===== src/rtl/uart_bus_bridge.sv =====
// uart_bus_bridge: UART command frames ('W'/'R') to single-beat bus reads/writes, status/data back to UART.
// Optional macro UART_BUS_BRIDGE_FRAME_TIMEOUT_EN aborts a frame whose bytes stop arriving.
module uart_bus_bridge #(
    parameter int ADDR_WIDTH    = 32,
    parameter int ACK_TIMEOUT   = 1024,
    parameter int FRAME_TIMEOUT = 100000
) (
    input  logic                  i_clock,
    input  logic                  i_reset,
    input  logic                  i_rx_data_ready,
    input  logic [7:0]            i_rx_data,
    output logic                  o_tx_start,
    output logic [7:0]            o_tx_data,
    input  logic                  i_tx_done,
    output logic [ADDR_WIDTH-1:0] o_address,
    output logic                  o_read,
    output logic                  o_write,
    output logic [31:0]           o_writedata,
    input  logic [31:0]           i_readdata,
    input  logic                  i_acknowledge,
    output logic                  o_busy
);
    localparam int TW = $clog2(ACK_TIMEOUT);
    localparam logic [TW-1:0] TMO_LAST = TW'(ACK_TIMEOUT - 1);

    typedef enum logic [2:0] {IDLE, GET_ADDR, GET_DATA, BUS, SEND, WAIT_TX} state_t;

    state_t        state, state_n;
    logic          is_write;
    logic [1:0]    cnt;
    logic [1:0]    left;
    logic [31:0]   addr;
    logic [31:0]   wdata;
    logic [31:0]   resp;
    logic [TW-1:0] tmo;
    logic          last_byte;
    logic          tmo_hit;
    logic          frame_abort;

    assign last_byte   = i_rx_data_ready && cnt == 2'd3;
    assign tmo_hit     = tmo == TMO_LAST;
    assign o_address   = addr[ADDR_WIDTH-1:0];
    assign o_writedata = wdata;
    assign o_busy      = state != IDLE;

`ifdef UART_BUS_BRIDGE_FRAME_TIMEOUT_EN
    localparam int FW = $clog2(FRAME_TIMEOUT + 1);
    logic [FW-1:0] ftmo;
    logic          gap;
    assign gap         = (state == GET_ADDR || state == GET_DATA) && !i_rx_data_ready;
    assign frame_abort = gap && ftmo == FW'(FRAME_TIMEOUT - 1);
    // Idle-gap counter inside an open frame, restarted by every received byte
    always_ff @(posedge i_clock or posedge i_reset)
        if (i_reset) ftmo <= '0;
        else         ftmo <= gap ? ftmo + 1'b1 : '0;
`else
    // Without the idle-gap watchdog a partial frame simply waits for its remaining bytes
    assign frame_abort = FRAME_TIMEOUT < 0;
`endif

    // State register
    always_ff @(posedge i_clock or posedge i_reset)
        if (i_reset) state <= IDLE;
        else         state <= state_n;

    // Next-state decode
    always_comb begin
        state_n = state;
        case (state)
            IDLE:     if (i_rx_data_ready)
                          state_n = (i_rx_data == 8'h57 || i_rx_data == 8'h52) ? GET_ADDR : SEND;
            GET_ADDR: if (frame_abort) state_n = IDLE;
                      else if (last_byte) state_n = is_write ? GET_DATA : BUS;
            GET_DATA: if (frame_abort) state_n = IDLE;
                      else if (last_byte) state_n = BUS;
            BUS:      if (i_acknowledge || tmo_hit) state_n = SEND;
            SEND:     state_n = WAIT_TX;
            WAIT_TX:  if (i_tx_done) state_n = (left != 2'd0) ? SEND : IDLE;
            default:  state_n = IDLE;
        endcase
    end

    // Frame collection, bus request and response shifting
    always_ff @(posedge i_clock or posedge i_reset) begin
        if (i_reset) begin
            is_write   <= 1'b0;
            cnt        <= 2'd0;
            left       <= 2'd0;
            addr       <= '0;
            wdata      <= '0;
            resp       <= '0;
            tmo        <= '0;
            o_read     <= 1'b0;
            o_write    <= 1'b0;
            o_tx_start <= 1'b0;
            o_tx_data  <= '0;
        end else begin
            o_tx_start <= 1'b0;
            tmo        <= '0;
            case (state)
                IDLE: if (i_rx_data_ready) begin
                    is_write <= i_rx_data == 8'h57;
                    cnt      <= 2'd0;
                    resp     <= 32'h3F;
                    left     <= 2'd0;
                end
                GET_ADDR: if (i_rx_data_ready) begin
                    addr[{cnt, 3'b000} +: 8] <= i_rx_data;
                    cnt                      <= cnt + 2'd1;
                    if (cnt == 2'd3 && !is_write) o_read <= 1'b1;
                end
                GET_DATA: if (i_rx_data_ready) begin
                    wdata[{cnt, 3'b000} +: 8] <= i_rx_data;
                    cnt                       <= cnt + 2'd1;
                    if (cnt == 2'd3) o_write <= 1'b1;
                end
                BUS: begin
                    // Request drops on the edge that samples ack, so a one-cycle ack sees one request
                    if (i_acknowledge) begin
                        o_read  <= 1'b0;
                        o_write <= 1'b0;
                        resp    <= is_write ? 32'h4B : i_readdata;
                        left    <= is_write ? 2'd0 : 2'd3;
                    end else if (tmo_hit) begin
                        o_read  <= 1'b0;
                        o_write <= 1'b0;
                        resp    <= 32'h54;
                        left    <= 2'd0;
                    end else begin
                        tmo <= tmo + 1'b1;
                    end
                end
                SEND: begin
                    o_tx_start <= 1'b1;
                    o_tx_data  <= resp[7:0];
                end
                WAIT_TX: if (i_tx_done && left != 2'd0) begin
                    left <= left - 2'd1;
                    resp <= resp >> 8;
                end
                default: ;
            endcase
        end
    end
endmodule


===== config.mk =====
export PLATFORM = sky130hd
export DESIGN_NAME = uart_bus_bridge
export DESIGN_NICKNAME = d
export VERILOG_FILES = /design/src/rtl/uart_bus_bridge.sv
export SDC_FILE = /design/constraint.sdc
export NUM_CORES = 1
export LEC_CHECK = 0
export ABC_AREA = 1
export BUFFER_PORTS_ARGS = -buffer_cell sky130_fd_sc_hd__buf_2
export CAP_MARGIN = 10
export CORE_ASPECT_RATIO = 0.9
export CORE_MARGIN = 5
export CORE_UTILIZATION = 59
export DETAILED_ROUTE_END_ITERATION = 10
export PLACE_DENSITY = 0.85
export SYNTH_ARGS = -nofsm -noshare
export SYNTH_HDL_FRONTEND = slang
export SYNTH_SLANG_ARGS = --single-unit

===== constraint.sdc =====
create_clock -name i_clock -period 5.8 [get_ports i_clock]
set_input_delay 0.87 -clock i_clock [delete_from_list [all_inputs] [get_ports i_clock]]
set_output_delay 0.87 -clock i_clock [all_outputs]
set_load 0.05 [all_outputs]

==> summary.txt, run 1 <==
Drt
  – DRT Wirelength: 15.49 mm
  – First DRT Iteration DRCs: 475
  – Drt first pass iters: 6
  – DR vias: 5589
  – DR DRC count: 0
  – Antenna Violating Nets Remaining: 0
  – Vias per inst: 5.600
  – DR WL/cell: 15.52 µm

Placement
  – Placer congestion estimate: 0.8660
  – Hpwl dp: 10.33 mm
  – Worst slack at placement: 3.398 ns
  – Placed inst area: 0.006570 mm²
  – Port Buf Inserts: 120
  – Placed Cells: 966

Timing
  – Worst Skew: 0.006252 ns
  – Final worst setup slack: 3.295 ns
  – Final setup TNS: 0 ns
  – Slew Limit Fails: 0
  – Max-slew headroom: 0.3184
  – Final setup viols: 0
  – F_max: 0.3992 GHz
  – Period minus WS final: 2.505 ns
  – Worst slew pin tran: 1.021 ns
  – Hold Fails Final Rpt: 0
  – Part of the cycle the worst path needs: 0.4319
  – Unrepaired setup endpoints after global routing: no

Layout
  – Fraction of layout cells with a size suffix above 1: 0.2041
  – Fin area: 0.007169 mm²
  – ANT cells: 0
  – Layout net count: 911
  – Most frequent cells in the layout: nand2_1, dfrtp_1, buf_2, nor2_1, o21ai_0
  – Non-Filler Instances: 998
  – Layout area overhead: 20.89%
  – Commonest non-fill, non-tap cell in the layout: nand2_1

Critical path
  – Critical path class: reg -> reg
  – Worst-path cell chain: inv_1, ha_1, clkinv_1, nand3_1, nor2_1, nand2_1, nand2_1
  – CP Launch Point: cnt[0]
  – Reg2reg end: o_writedata[7]
  – Worst r2r src: cnt[0]
  – Startpoint Class: register
  – R2r setup slk: 3.29 ns
  – Worst setup path endpoint: o_writedata[7]
  – CP endpoint kind: register
  – Reg2reg path depth: 7
  – Crit path DAT: 2.90 ns
  – Largest driver fanout on the critical path: 11
  – Slowest-stage cell, CP: ha_1
  – WP data required: 6.19 ns
  – Crit path largest cell delay: 0.59 ns
  – Crit-path most repeated cell: nand2_1

Clock tree
  – Post-CTS setup buffer count: 0
  – Clock Tree Root: clkbuf_8
  – Resize count post-CTS: 0
  – Hold-fix buffers, CTS: 0
  – Clock Latency Late Sink: 0.52 ns
  – CTS max path bufs: 2
  – H-tree levels: 4
  – Clock sinks: 125
  – Reg clk slew, reported paths: 0.06 ns
  – CTS Buf Count: 17
  – TritonCTS clock tree: done

Floorplan
  – Starting density of the core: 0.6088
  – Full die area: 0.01216 mm²
  – Die width: 115.7 µm
  – Core area: 0.009742 mm²
  – Placement row count: 34
  – Ports: 121
  – DIE HEIGHT: 105.1 µm

Pwr
  – Peak supply drop: 0.3190 mV
  – Total power: 3.763 mW
  – P per Cell Area: 524.8 mW/mm²
  – Lkg Pwr: 4.122 nW

Yosys
  – Mean Syn Cell Area: 7.961 µm²
  – Synthesized area: 0.005931 mm²
  – EDFF count, synth: 0
  – Synth async-reset ratio: 1.000
  – Ys flop type: dfrtp_1
  – Syn_nets: 797
  – Synth Instances: 745
  – Synthesis Warnings: 0
  – Post-synthesis sequential area ratio: 0.5274
  – Yosys reg bits: 125
  – Synth unique cells: 28

Worst hold path
  – Min-delay worst type: reg -> reg

Global routing
  – Total grt overflow: 0
  – Tot GR Track Use: 0.2647
  – Largest net degree at the start of global routing: 70
  – Global-route wire length before repair: 26.01 mm
  – Vias in the first global route: 5620
  – Initial antenna violation count: 0

Run
  – MaxCap Viol Count: 0

Run status
  – Status: finished, final reports clean
[worst min path at each step]
stage | cells past startpoint | from | slack (ns) | end
2_1_floorplan | 1 | tmo[0] | 0.43 | tmo[0]
3_3_place_gp | 1 | tmo[0] | 0.45 | tmo[0]
3_5_place_dp | 1 | tmo[0] | 0.45 | tmo[0]
4_1_cts | 1 | tmo[0] | 0.46 | tmo[0]
5_1_grt | 1 | tmo[0] | 0.48 | tmo[0]
6_report | 1 | tmo[0] | 0.46 | tmo[0]
[cell usage after synthesis, types with 10 or more instances]
library cell / count / area share
o21ai_0: 48 / 0.041
nor2_1: 50 / 0.032
nor3_1: 10 / 0.0084
nand4_1: 26 / 0.027
clkbuf_1: 11 / 0.0070
a21oi_1: 11 / 0.0093
dfrtp_1: 125 / 0.53
nand3_1: 43 / 0.036
o21ai_1: 10 / 0.0084
buf_2: 10 / 0.0084
inv_1: 32 / 0.020
nand2_1: 316 / 0.20
[per-stage QoR]
stage                 util  hold WS [ns]
floorplan                -        0.4329
global placement    0.6744        0.4513
finish              0.7359        0.4633
detailed placement  0.6744        0.4532
CTS                 0.7359        0.4607
global route        0.7359        0.4786
[state kept, by name (all words and copies together) (netlist names)]
name,count
o_write,1
o_tx_data,8
left,2
o_tx_start,1
o_address,32
state,3
tmo,10
o_read,1
cnt,2
o_writedata,32
resp,32
is_write,1
[logic make-up after synthesis]
family                   Yosys count  synth area share
adder cells (fa/ha/maj)            7           0.01477
multiplexers                       8           0.01519
buffers and inverters             68           0.04831
flip-flops                       125            0.5274
AND/OR/NAND/NOR                  463            0.3289
XOR/XNOR                           3          0.004431
AO/OA/AOI/OAI                     71           0.06097
[power by group]
part           internal [mW]  switching, mW  leakage (nW)
Clock                  0.685          0.381         0.286
Sequential              1.07          0.140          1.70
Combinational          0.312           1.17          2.14
[cell type report]
type                    instances  area (µm²)
clock buffers                  21       459.2
well taps                     126       157.7
fillers                       721        2572
flip-flops and latches        125        3128
multi-input cells             552        2516
repair buffers                121       608.1
inverters                      42       160.2
clock inverters                11       140.1
[worst max-delay path: cells and delay by family, from the launching register on]
family,cells,cell delay (ns)
buf+inv,2,0.57
flops,1,0.54
simple gates,4,0.67
fa+ha+maj,1,0.59
[metal layers]
layer,share of wire,routed length (µm),GRT usage,vias up
met3,0.078,1208,0.06474,40
met2,0.49,7646,0.4281,252
met4,0.021,333,0.09196,0
li1,-,-,-,2629
met5,0,0,0,-
met1,0.41,6303,0.3496,2668
(Power assumes the default switching activity.)
==> run 2: changes to the inputs <==
Settings changed: CORE_UTILIZATION 59 to 50, PLACE_DENSITY 0.85 to 0.77.
Clock period 5.8 ns to 2 ns, I/O delays scaled along.
==> run 2 against run 1 <==
Sequential share of layout area is 1.8 points lower. Critical path depth stayed put. Core utilization is 8.8 points lower. Register-to-register slack worse by 3.1 ns. Via count is 2.5% lower. Design area is 4.2% higher. Setup slack worse by 3.1 ns. Clock skew is 0.0023 ns higher. Routed wire length is 2.0% lower. Critical path type unchanged. Largest cell class unchanged.
==> summary.txt, run 2 (same netlist as run 1, synthesis figures left out) <==
Floorplan
  – Placement row count: 37
  – Die width: 124.8 µm
  – Full die area: 0.01414 mm²
  – Starting density of the core: 0.5145
  – Ports: 121
  – Core area: 0.01153 mm²
  – DIE HEIGHT: 113.3 µm

Placement
  – Hpwl dp: 10.63 mm
  – Placer congestion estimate: 0.8423
  – Port Buf Inserts: 120

Timing
  – F_max: 0.5509 GHz
  – Unrepaired setup endpoints after global routing: no
  – Final setup TNS: 0 ns
  – Hold Fails Final Rpt: 0
  – Max-slew headroom: 0.6559
  – Part of the cycle the worst path needs: 0.9077
  – Worst slew pin tran: 0.5142 ns
  – Final setup viols: 0
  – Worst Skew: 0.008565 ns
  – Period minus WS final: 1.815 ns
  – Slew Limit Fails: 0

Critical path
  – CP endpoint kind: register
  – R2r setup slk: 0.18 ns
  – Crit path DAT: 2.10 ns
  – Startpoint Class: register
  – Worst r2r src: state[0]
  – WP data required: 2.29 ns
  – Reg2reg path depth: 7
  – Largest driver fanout on the critical path: 17
  – Critical path class: reg -> reg
  – Reg2reg end: left[0]

Drt
  – First DRT Iteration DRCs: 532
  – DR DRC count: 0
  – DR WL/cell: 14.43 µm
  – Antenna Violating Nets Remaining: 0
  – DR vias: 5447
  – DRT Wirelength: 15.18 mm
  – Drt first pass iters: 5
  – Vias per inst: 5.178

Clock tree
  – Post-CTS setup buffer count: 0
  – Reg clk slew, reported paths: 0.06 ns
  – TritonCTS clock tree: done
  – H-tree levels: 4
  – Clock Latency Late Sink: 0.41 ns
  – CTS max path bufs: 2
  – CTS Buf Count: 17
  – Clock Tree Root: clkbuf_16
  – Clock sinks: 125

Run status
  – Status: finished, final reports clean

Global routing
  – Gr busiest metal: met2
  – Tot GR Track Use: 0.2172
  – Largest net degree at the start of global routing: 35
  – Global-route wire length before repair: 25.12 mm
  – Vias in the first global route: 5229
  – GR Util met3: 0.04766
  – Initial antenna violation count: 0
  – Met1 usage: 0.3094
  – Total grt overflow: 0
  – Met2 Use GR: 0.3264

Worst hold path
  – Hold endpoint: resp[28]
  – Critical hold path startpoint: i_readdata[28]
  – Min-delay worst type: in -> reg
  – Hold Path Depth: 3

Layout
  – Most frequent cells in the layout: nand2_1, dfrtp_1, buf_2, nor2_1, o21ai_0
  – Fraction of layout cells with a size suffix above 1: 0.2243
  – Commonest non-fill, non-tap cell in the layout: nand2_1
  – ANT cells: 0
  – Layout area overhead: 26.01%
  – Layout net count: 935

Pwr
  – Peak supply drop: 0.7887 mV
  – Total power: 11.28 mW
  – Lkg Pwr: 4.260 nW
  – P per Cell Area: 1509 mW/mm²

Run
  – MaxCap Viol Count: 0
-- run 2: what timing repair did --
action / 4_1_cts / 5_1_grt
endpoints found under the hold margin: 13 / 0
resized for setup: 0 / 1
hold buffers: 1 / 0
endpoints found under the setup margin: 0 / 23
-- run 2: critical path: stages (launching register included) --
cell	delay, ns
dfrtp_1	0.49
nor2_2	0.10
nand2_1	0.15
inv_1	0.10
nand2_2	0.31
nand3_4	0.30
nand2_1	0.16
nand2_1	0.07
-- run 2: area by class of cell --
class,instances,area [µm²]
flip-flops and latches,125,3128
inverters,42,161.4
fillers,974,4054
multi-input cells,553,2534
well taps,156,195.2
clock buffers,19,442.9
clock inverters,13,191.4
repair buffers,144,820.8
-- run 2: layer usage --
layer | part of all wire | vias up
met5 | 0 | -
li1 | - | 2681
met2 | 0.46 | 165
met4 | 0.018 | 0
met1 | 0.47 | 2577
met3 | 0.048 | 24
-- run 2: worst max-delay path by stage --
stage               depth (start not counted)     start  slack (ns)         endpoint
global placement                            7  state[0]        0.24         resp[12]
global route                                7  state[0]       0.002          resp[1]
finish                                      7  state[0]        0.18          left[0]
CTS                                         8  state[0]        0.14          left[0]
detailed placement                          8  state[0]        0.16          resp[9]
floorplan                                   8    cnt[0]        0.07  o_writedata[16]
-- run 2: metrics by stage --
stage	hold slack, ns	cells	util	area (µm²)	setup slack, ns
3_3_place_gp	0.3460	1018	0.5909	6812	0.2416
5_1_grt	0.07295	1052	0.6483	7473	0.001855
2_1_floorplan	0.4166	745	-	5934	0.06884
6_report	0.08558	1052	0.6483	7473	0.1847
3_5_place_dp	0.3467	1018	0.5909	6812	0.1647
4_1_cts	0.07481	1051	0.6468	7456	0.1392
-- run 2: where the power goes --
part	leakage (nW)	internal (mW)	total (mW)	switching, mW
combinational	2.26	1.09	4.54	3.45
sequential	1.70	3.12	3.50	0.383
clock	0.299	2.12	3.24	1.12
==> run 3: changes to the inputs <==
Settings changed: CORE_UTILIZATION 50 to 51, CTS_BUF_LIST from default to sky130_fd_sc_hd__clkbuf_2 sky130_fd_sc_hd__clkbuf_4 sky130_fd_sc_hd__clkbuf_8, PLACE_DENSITY 0.77 to 0.78.
==> run 3 against run 2 <==
Maximum frequency rose by 0.64%. Setup slack gained 0.012 ns. Clock power fell by 33%. Largest cell class unchanged. Flip-flop and latch count is the same. Non-clock buffer count shrank 7. Core utilization shrank 2.0 points. Design area down 4.2%. Routed wire length decreased by 5.7%. Die area decreased by 1.8%. Combinational power is 2% lower.
==> summary.txt, run 3 (same netlist as run 1, synthesis figures left out) <==
Pwr
  – Clk network pwr share: 0.216
  – P per Cell Area: 1410 mW/mm²
  – Peak supply drop: 0.8743 mV
  – Sw frac: 0.4763
  – Switching power: 4.805 mW
  – Combinational Power Share: 0.439
  – Cell Int Power: 5.283 mW
  – Lkg Pwr: 4.100 nW
  – Reg power frac: 0.344

Timing
  – Period minus WS final: 1.804 ns
  – Hold Fails Final Rpt: 0
  – Max-slew headroom: 0.6696
  – Final worst setup slack: 0.1962 ns
  – Fin Hold WS: 0.06992 ns
  – Worst Skew: 0.009975 ns
  – Final setup TNS: 0 ns
  – Unrepaired setup endpoints after global routing: no
  – Final setup viols: 0
  – Part of the cycle the worst path needs: 0.9019
  – F_max: 0.5544 GHz
  – Slew Limit Fails: 0
  – Worst slew pin tran: 0.4938 ns

Run
  – MaxCap Viol Count: 0

Drt
  – DRT Wirelength: 14.32 mm
  – DR vias: 5401
  – Drt first pass iters: 5
  – DR WL/cell: 13.70 µm
  – First DRT Iteration DRCs: 520
  – DR DRC count: 0
  – Antenna Violating Nets Remaining: 0
  – Vias per inst: 5.168

Layout
  – Layout net count: 927
  – Commonest non-fill, non-tap cell in the layout: nand2_1
  – Final core utilization: 0.6284
  – Fill cells: 1039
  – Layout area overhead: 20.68%
  – Most frequent cells in the layout: nand2_1, dfrtp_1, buf_2, nor2_1, o21ai_0
  – Fraction of layout cells with a size suffix above 1: 0.2185

Global routing
  – Largest net degree at the start of global routing: 83
  – Initial antenna violation count: 0
  – Total grt overflow: 0
  – Global-route wire length before repair: 23.70 mm
  – Vias in the first global route: 5019
  – Tot GR Track Use: 0.2137

Clock tree
  – H-tree levels: 4
  – Clock sinks: 125
  – CTS Buf Count: 17
  – Clock Tree Root: clkbuf_8
  – Resize count post-CTS: 0
  – TritonCTS clock tree: done
  – Post-CTS setup buffer count: 0
  – Reg clk slew, reported paths: 0.08 ns
  – Hold-fix buffers, CTS: 1
  – Clock Latency Late Sink: 0.43 ns
  – CTS max path bufs: 2

Run status
  – Status: finished, final reports clean

Critical path
  – Worst-path cell chain: ha_1, nand2_1, nor2_1, nand3_1, nand2_2, nand3_4, nand2_1, nand2_1
  – Crit-path most repeated cell: nand2_1
  – Startpoint Class: register
  – Slowest-stage cell, CP: dfrtp_1
  – Largest driver fanout on the critical path: 34
  – Crit path DAT: 2.11 ns
  – WP data required: 2.31 ns
  – Critical path class: reg -> reg
  – R2r setup slk: 0.20 ns
  – Crit path largest cell delay: 0.37 ns
  – CP endpoint kind: register

Floorplan
  – DIE HEIGHT: 112.3 µm
  – Placement row count: 37
  – Full die area: 0.01389 mm²
  – Starting density of the core: 0.5208
  – Die width: 123.7 µm
  – Ports: 121
  – Core area: 0.01139 mm²

Worst hold path
  – Min-delay worst type: in -> reg

Placement
  – Worst slack at placement: 0.2040 ns
  – Hpwl dp: 10.43 mm
  – Placer congestion estimate: 0.8790
  – Port Buf Inserts: 120
[run 3: changes by cell type in the layout (fill, tap and decap cells not counted), sizes merged]
cell      before  now
buf          143  136
clkinv         9    7
bufinv         4    2
nand3         49   48
clkbuf        19   17
diode          0    1
inv           38   42
clkinvlp       4    6
[run 3: stage by stage]
| step | instance area (µm²) | instances | total power, mW |
|---|---|---|---|
| after floorplan | 5934 | 745 | 6.811 |
| after global placement | 6746 | 1011 | 7.852 |
| after detailed placement | 6746 | 1011 | 7.924 |
| after CTS | 7154 | 1044 | 10.13 |
| after global routing | 7154 | 1044 | 10.75 |
| final | 7157 | 1045 | 10.09 |
[run 3: critical path, delay by kind of cell (launching register included)]
family,cells,cell delay (ns)
and+or+nand+nor,7,1.11
DFF,1,0.37
adders and majority gates,1,0.20
[run 3: final cells by class]
class,count,area (µm²),share of cell area
Clock inverter,15,163.9,0.02290
Sequential cell,125,3128,0.4371
Antenna cell,1,2.502,0.0003497
Multi-Input combinational cell,552,2516,0.3516
Tap cell,156,195.2,0.02727
Timing Repair Buffer,137,755.7,0.1056
Inverter,42,161.4,0.02255
Clock buffer,17,234.0,0.03269
[run 3: worst paths after layout]
path / start / endpoint / depth (start not counted)
worst min-delay path: i_readdata[29] / resp[29] / 3
worst max register to register: tmo[0] / resp[21] / 8
max in group asynchronous: i_reset / o_address[12] / 4
worst max-delay path: tmo[0] / resp[21] / 8
worst min register to register: tmo[0] / tmo[0] / 1
min in group asynchronous: i_reset / o_writedata[0] / 3
[run 3: layer usage]
metal	part of all wire	wire length, µm	global-route usage
met1	0.47	6715	0.3217
met2	0.45	6454	0.3005
met3	0.064	910	0.04836
met4	0.017	240	0.07897
met5	0	0	0
[run 3: power by group through the flow]
stage,clock network [mW],registers (mW),logic (mW)
after global routing,2.35,3.56,4.84
after floorplan,0,4.74,2.08
after detailed placement,0,3.52,4.41
final,2.18,3.47,4.43
after CTS,2.23,3.48,4.43
after global placement,0,3.51,4.34
